File: src/rtl/display_pkg.sv
// Shared types and glyph constants for the paged 7-segment display.
package display_pkg;

  typedef logic [6:0] seg7_t;

  localparam seg7_t SEG_BLANK = 7'h7F;

  localparam seg7_t SEG_0 = 7'b1000000;
  localparam seg7_t SEG_1 = 7'b1111001;
  localparam seg7_t SEG_2 = 7'b0100100;
  localparam seg7_t SEG_3 = 7'b0110000;
  localparam seg7_t SEG_4 = 7'b0011001;
  localparam seg7_t SEG_5 = 7'b0010010;
  localparam seg7_t SEG_6 = 7'b0000010;
  localparam seg7_t SEG_7 = 7'b1111000;
  localparam seg7_t SEG_8 = 7'b0000000;
  localparam seg7_t SEG_9 = 7'b0010000;
  localparam seg7_t SEG_A = 7'b0001000;
  localparam seg7_t SEG_B = 7'b0000011;
  localparam seg7_t SEG_C = 7'b1000110;
  localparam seg7_t SEG_D = 7'b0100001;
  localparam seg7_t SEG_E = 7'b0000110;
  localparam seg7_t SEG_F = 7'b0001110;

  typedef enum logic {
    AUTO,
    ADJUST
  } disp_state_e;

  function automatic int clog2_min1(input int n);
    return (n > 1) ? $clog2(n) : 1;
  endfunction

endpackage

File: src/rtl/seg7_decode.sv
// BCD nibble to active-low segments (g..a) with a blank override.
// DISPLAY_PAGER_HEX_GLYPH_EN enables A-F glyphs for nibbles 10-15.
module seg7_decode
  import display_pkg::*;
(
  input  logic [3:0] nibble,
  input  logic       blank,
  output seg7_t      seg
);

  always_comb begin
    seg = SEG_BLANK;
    if (!blank) begin
      case (nibble)
        4'h0:    seg = SEG_0;
        4'h1:    seg = SEG_1;
        4'h2:    seg = SEG_2;
        4'h3:    seg = SEG_3;
        4'h4:    seg = SEG_4;
        4'h5:    seg = SEG_5;
        4'h6:    seg = SEG_6;
        4'h7:    seg = SEG_7;
        4'h8:    seg = SEG_8;
        4'h9:    seg = SEG_9;
`ifdef DISPLAY_PAGER_HEX_GLYPH_EN
        4'hA:    seg = SEG_A;
        4'hB:    seg = SEG_B;
        4'hC:    seg = SEG_C;
        4'hD:    seg = SEG_D;
        4'hE:    seg = SEG_E;
        4'hF:    seg = SEG_F;
`endif
        default: seg = SEG_BLANK;
      endcase
    end
  end

endmodule

File: src/rtl/display_pager.sv
// Paged 7-segment driver: auto page rotation, adjust mode with digit blink.
// Optional DISPLAY_PAGER_HEX_GLYPH_EN shows hex glyphs for nibbles 10-15.
module display_pager
  import display_pkg::*;
#(
  parameter int DIGITS   = 8,
  parameter int PAGES    = 2,
  parameter int CLK_HZ   = 50_000_000,
  parameter int PAGE_SEC = 2,
  parameter int BLINK_HZ = 2
) (
  input  logic                                  CLOCK_50,
  input  logic                                  reset,
  input  logic [PAGES*DIGITS*4-1:0]             page_data,
  input  logic                                  adjust,
  input  logic [clog2_min1(PAGES*DIGITS)-1:0]   select,
  output logic [DIGITS*7-1:0]                   HEX,
  output logic [PAGES-1:0]                      LEDR
);

  localparam int TOTAL      = PAGES * DIGITS;
  localparam int SEL_W      = clog2_min1(TOTAL);
  localparam int PG_W       = clog2_min1(PAGES);
  localparam int HALF       = CLK_HZ / (2 * BLINK_HZ);
  localparam int PAGE_TICKS = CLK_HZ * PAGE_SEC;
  localparam int PC_W       = clog2_min1(PAGE_TICKS);
  localparam int BC_W       = clog2_min1(HALF);

  localparam logic [PC_W-1:0]  PAGE_TC   = PC_W'(PAGE_TICKS - 1);
  localparam logic [BC_W-1:0]  BLINK_TC  = BC_W'(HALF - 1);
  localparam logic [PG_W-1:0]  PAGE_LAST = PG_W'(PAGES - 1);
  localparam logic [SEL_W:0]   TOTAL_X   = (SEL_W + 1)'(TOTAL);

  disp_state_e         state_q, state_d;
  logic [PG_W-1:0]     page_q, page_d;
  logic [PC_W-1:0]     page_cnt_q, page_cnt_d;
  logic [BC_W-1:0]     blink_cnt_q, blink_cnt_d;
  logic                blink_on_q, blink_on_d;
  logic [DIGITS*7-1:0] hex_q, hex_d;
  logic [PAGES-1:0]    ledr_q, ledr_d;

  logic                sel_ok;
  logic [PG_W-1:0]     sel_page;
  logic [DIGITS*4-1:0] page_nib;
  logic [DIGITS-1:0]   blank;
  seg7_t               seg [DIGITS];

  assign sel_ok   = {1'b0, select} < TOTAL_X;
  assign sel_page = PG_W'(int'(select) / DIGITS);

  always_comb begin
    state_d     = state_q;
    page_d      = page_q;
    page_cnt_d  = page_cnt_q;
    blink_cnt_d = blink_cnt_q;
    blink_on_d  = blink_on_q;
    unique case (state_q)
      AUTO: begin
        blink_cnt_d = '0;
        blink_on_d  = 1'b1;
        if (adjust) begin
          state_d = ADJUST;
          if (sel_ok) page_d = sel_page;
        end else if (page_cnt_q == PAGE_TC) begin
          page_cnt_d = '0;
          page_d     = (page_q == PAGE_LAST) ? '0 : page_q + 1'b1;
        end else begin
          page_cnt_d = page_cnt_q + 1'b1;
        end
      end
      ADJUST: begin
        if (!adjust) begin
          // Restart the page timer so the frozen page gets a full period.
          state_d     = AUTO;
          page_cnt_d  = '0;
          blink_cnt_d = '0;
          blink_on_d  = 1'b1;
        end else begin
          if (sel_ok) page_d = sel_page;
          if (blink_cnt_q == BLINK_TC) begin
            blink_cnt_d = '0;
            blink_on_d  = !blink_on_q;
          end else begin
            blink_cnt_d = blink_cnt_q + 1'b1;
          end
        end
      end
      default: state_d = AUTO;
    endcase
  end

  assign page_nib = page_data[int'(page_d)*DIGITS*4 +: DIGITS*4];

  always_comb begin
    blank = '0;
    for (int d = 0; d < DIGITS; d++) begin
      blank[d] = !blink_on_d &&
                 (int'(select) == int'(page_d) * DIGITS + d);
    end
  end

  for (genvar d = 0; d < DIGITS; d++) begin : g_dig
    seg7_decode u_dec (
      .nibble (page_nib[4*d +: 4]),
      .blank  (blank[d]),
      .seg    (seg[d])
    );
  end

  always_comb begin
    hex_d = '0;
    for (int d = 0; d < DIGITS; d++) begin
      hex_d[7*d +: 7] = seg[d];
    end
    ledr_d = blink_on_d ? (PAGES'(1) << page_d) : '0;
  end

  always_ff @(posedge CLOCK_50) begin
    if (reset) begin
      state_q     <= AUTO;
      page_q      <= '0;
      page_cnt_q  <= '0;
      blink_cnt_q <= '0;
      blink_on_q  <= 1'b1;
      hex_q       <= '1;
      ledr_q      <= '0;
    end else begin
      state_q     <= state_d;
      page_q      <= page_d;
      page_cnt_q  <= page_cnt_d;
      blink_cnt_q <= blink_cnt_d;
      blink_on_q  <= blink_on_d;
      hex_q       <= hex_d;
      ledr_q      <= ledr_d;
    end
  end

  assign HEX  = hex_q;
  assign LEDR = ledr_q;

endmodule

File: config.mk
export PLATFORM = sky130hd
export DESIGN_NAME = display_pager
export DESIGN_NICKNAME = d
export VERILOG_FILES = /design/src/rtl/display_pkg.sv /design/src/rtl/seg7_decode.sv /design/src/rtl/display_pager.sv
export SDC_FILE = /design/constraint.sdc
export NUM_CORES = 1
export LEC_CHECK = 0
export CAP_MARGIN = 20
export CORE_ASPECT_RATIO = 0.5
export CORE_UTILIZATION = 45
export CTS_CLUSTER_SIZE = 24
export DETAILED_ROUTE_END_ITERATION = 12
export PLACE_DENSITY = 0.72
export SETUP_SLACK_MARGIN = 0.5
export SLEW_MARGIN = 15
export SYNTH_ARGS = -nofsm -noshare
export SYNTH_HDL_FRONTEND = slang
export SYNTH_SLANG_ARGS = --single-unit
File: constraint.sdc
create_clock -name CLOCK_50 -period 7.51 [get_ports CLOCK_50]
set_input_delay 1.1265 -clock CLOCK_50 [delete_from_list [all_inputs] [get_ports CLOCK_50]]
set_output_delay 1.1265 -clock CLOCK_50 [all_outputs]
set_load 0.1 [all_outputs]
==> results_dict.tcl <==
set metrics [dict create \
    postLayoutCellArea_um2 8070 \
    post-route-drc-count 0 \
    drv_slew 0 \
    ys_seq_area_share_pct 34.7 \
    synth_cells 748 \
    place_congestion 0.875 \
    cts_made_buffers 9 \
    min_period_ps 4440 \
    synthesis.area_um2 6460 \
    cp_slowest_stage_delay_ps 720 \
    num_io_pins 129 \
    fmax_mhz 225 \
    p_per_area_nw_per_um2 200 \
    initial_core_util_pct 46.9 \
    slew_headroom_pct 33.1 \
    cp_slowest_cell "clkdlybuf4s50_1" \
    wl_met3_um 728 \
    die_area_um2 14900 \
    die_h_um 86.7 \
    clk_latency_ps 350 \
    syn2layout_area_growth_pct 24.9 \
    cts_tree "yes" \
    yosys.area.top_type "dfxtp_1" \
    dp.final_hpwl_um 11300 \
    syn_area_per_cell_um2 8.64 \
    cap_viol_max_count 0 \
    synth_flop_cell "dfxtp_1" \
    h-tree-depth 3 \
    hold_buffers 0 \
    whs_ps 474 \
    grt_pass1_vias 5295 \
    drtAntennaViolNets 0 \
    cts_setup_buffers 0 \
    critPathMaxFanout 57 \
    fin_ws_ps 3070 \
    tightest_slew_ps 1000 \
    first_pass_iters 5 \
    setup_viol 0 \
    ir_drop_mv 0.105 \
    wl_met1_um 7520 \
    dieWidth_um 171 \
    path_cells "clkdlybuf4s50_1 > inv_1 > nor2_1 > a31o_4 > buf_4 > mux2_2 > nand4bb_1" \
    core_area_um2 13800 \
    wl_per_cell_um 15.0 \
    cp-start-kind "input port" \
    yosysUniqueCellTypes 63 \
    hold_violations 0 \
    tns_ps 0 \
    cp_data_arrival_time_ps 4650 \
    n_fill_cell 1223 \
    postCtsResizedCells 0 \
    io_buffer_count 128 \
    grt_pass1_wl_um 25400 \
    netlist_top_cells_area "dfxtp_1, mux2i_1, xor2_1" \
    dpl_worst_slack_ps 2800 \
    clock_sinks 112 \
    root_buffer "clkbuf_16" \
    fp-row-count 30 \
    skew_ps 9.79 \
    leakagePower_nw 2.87 \
    place_area_um2 7780 \
    vias 5776 \
    clockBufferDepth 2 \
    grt_overflow 0 \
    grt_max_degree 58 \
    nets 918 \
    wl_met2_um 7210 \
    yosys_register_bits 112 \
    critical_path_class "in2reg" \
    hold_class "reg2reg" \
    min_period_over_period_pct 59.1 \
    synth_top_cell_area_share_pct 34.7 \
    clkTransAtPathRegs_ps 70 \
    diodes 0 \
    grtUsageTotal_pct 21.2 \
    p_total_w 0.00161 \
    outcome "finished, final reports clean" \
    ys_warn_count 0 \
    drt-initial-drc-count 463 \
    rsz0062_at_grt "no" \
    async_flop_share_pct 0 \
    end_kind "flop" \
    antenna_found_initial 0 \
    rr_worst_depth 8 \
    synth_nets 821 \
    synth-edff-count 0 \
    avgViaCountPerCell 5.55 \
    hold_depth 1 \
    highest_layer "met4" \
    worstPathRequired_ps 7720 \
    routed_wl_um 15700 \
    drive_gt1_share_pct 5.65 \
]
per-stage QoR:
step	util, %	cells
floorplan	-	748
global placement	56.5	1026
detailed placement	56.5	1026
CTS	58.6	1041
global route	58.6	1041
finish	58.6	1041
layout make-up:
type / count / area, µm² / area share [%]
tap: 192 / 240 / 2.98
clock buffer: 12 / 256 / 3.18
timing repair buffer: 131 / 1300 / 16.2
inverter: 20 / 75.1 / 0.930
multi-input combinational: 571 / 3930 / 48.7
sequential: 112 / 2240 / 27.8
clock inverter: 3 / 25.0 / 0.310
cell usage after synthesis, types with 3 or more instances:
cell / count
dfxtp_1: 112
nor2_1: 74
nand3_1: 46
nand2_1: 43
o21ai_0: 42
mux2i_1: 35
xor2_1: 34
clkbuf_1: 27
xnor2_1: 25
a21oi_1: 20
inv_1: 20
nor3_1: 20
nand2b_1: 19
o21ai_1: 18
nand4_1: 15
o21a_1: 15
o311ai_1: 14
nand3b_1: 12
nor2b_1: 11
and3_1: 9
or3_1: 9
a2111oi_2: 7
a21bo_1: 7
a311oi_1: 7
buf_1: 7
and4_1: 6
maj3_1: 6
o211ai_1: 6
a31oi_1: 5
and2_1: 5
nor3b_1: 5
nor4_1: 5
o31ai_1: 5
a2111oi_4: 4
a211o_1: 4
buf_4: 4
mux2_2: 4
mux2_4: 4
a2111oi_0: 3
buf_6: 3
nand4bb_1: 3
registers in the layout, indices dropped and copies added, names as in the netlist:
name         flops
HEX             56
page_cnt_q      27
blink_cnt_q     24
LEDR             2
blink_on_q       1
page_q           1
state_q          1
cell usage in the layout (no fill, tap or decap), types with 6 or more instances in the layout:
cell and instances:
clkdlybuf4s50_1 128, dfxtp_1 112, nor2_1 74, nand3_1 46, nand2_1 43, o21ai_0 42
mux2i_1 35, xor2_1 34, xnor2_1 25, a21oi_1 20, inv_1 20, nand2b_1 19
nor3_1 19, o21ai_1 18, o21a_1 15, nand4_1 15, o311ai_1 14, nand3b_1 12
nor2b_1 11, or3_1 9, and3_1 9, clkbuf_16 9, a21bo_1 7, a2111oi_2 7
a311oi_1 7, o211ai_1 6, and4_1 6, maj3_1 6
cells by family after synthesis:
logic type      count (synthesis)  synth area share, %
simple gates                  291                 23.9
compound gates                168                 19.7
fa+ha+maj                       8                 1.32
mux                            45                 7.39
xor+xnor                       59                 7.99
buf+inv                        65                 4.97
flops                         112                 34.7
power breakdown:
part	internal [W]	total, W	switching (W)
clock	0.000245	0.000469	0.000225
combinational	0.000153	0.000509	0.000356
sequential	0.000625	0.000636	0.0000106
routing by layer:
metal,vias up,track usage [%]
met5,-,0
met4,0,6.01
met3,18,4.57
met2,129,34.8
met1,2726,28.0
li1,2903,-
critical path, delay by kind of cell:
| kind | cells | cell delay (ps) |
|---|---|---|
| AO/OA/AOI/OAI | 1 | 460 |
| buffers and inverters | 3 | 1770 |
| multiplexers | 1 | 420 |
| AND/OR/NAND/NOR | 2 | 840 |
worst paths after layout:
kind                            slack, ps           start        endpoint
worst max register to register       3910   page_cnt_q[0]         HEX[11]
worst max-delay path                 3070          adjust         HEX[11]
worst min register to register        470  page_cnt_q[24]  page_cnt_q[24]
worst min-delay path                  470  page_cnt_q[24]  page_cnt_q[24]
Power figures use the tool's default switching activity.
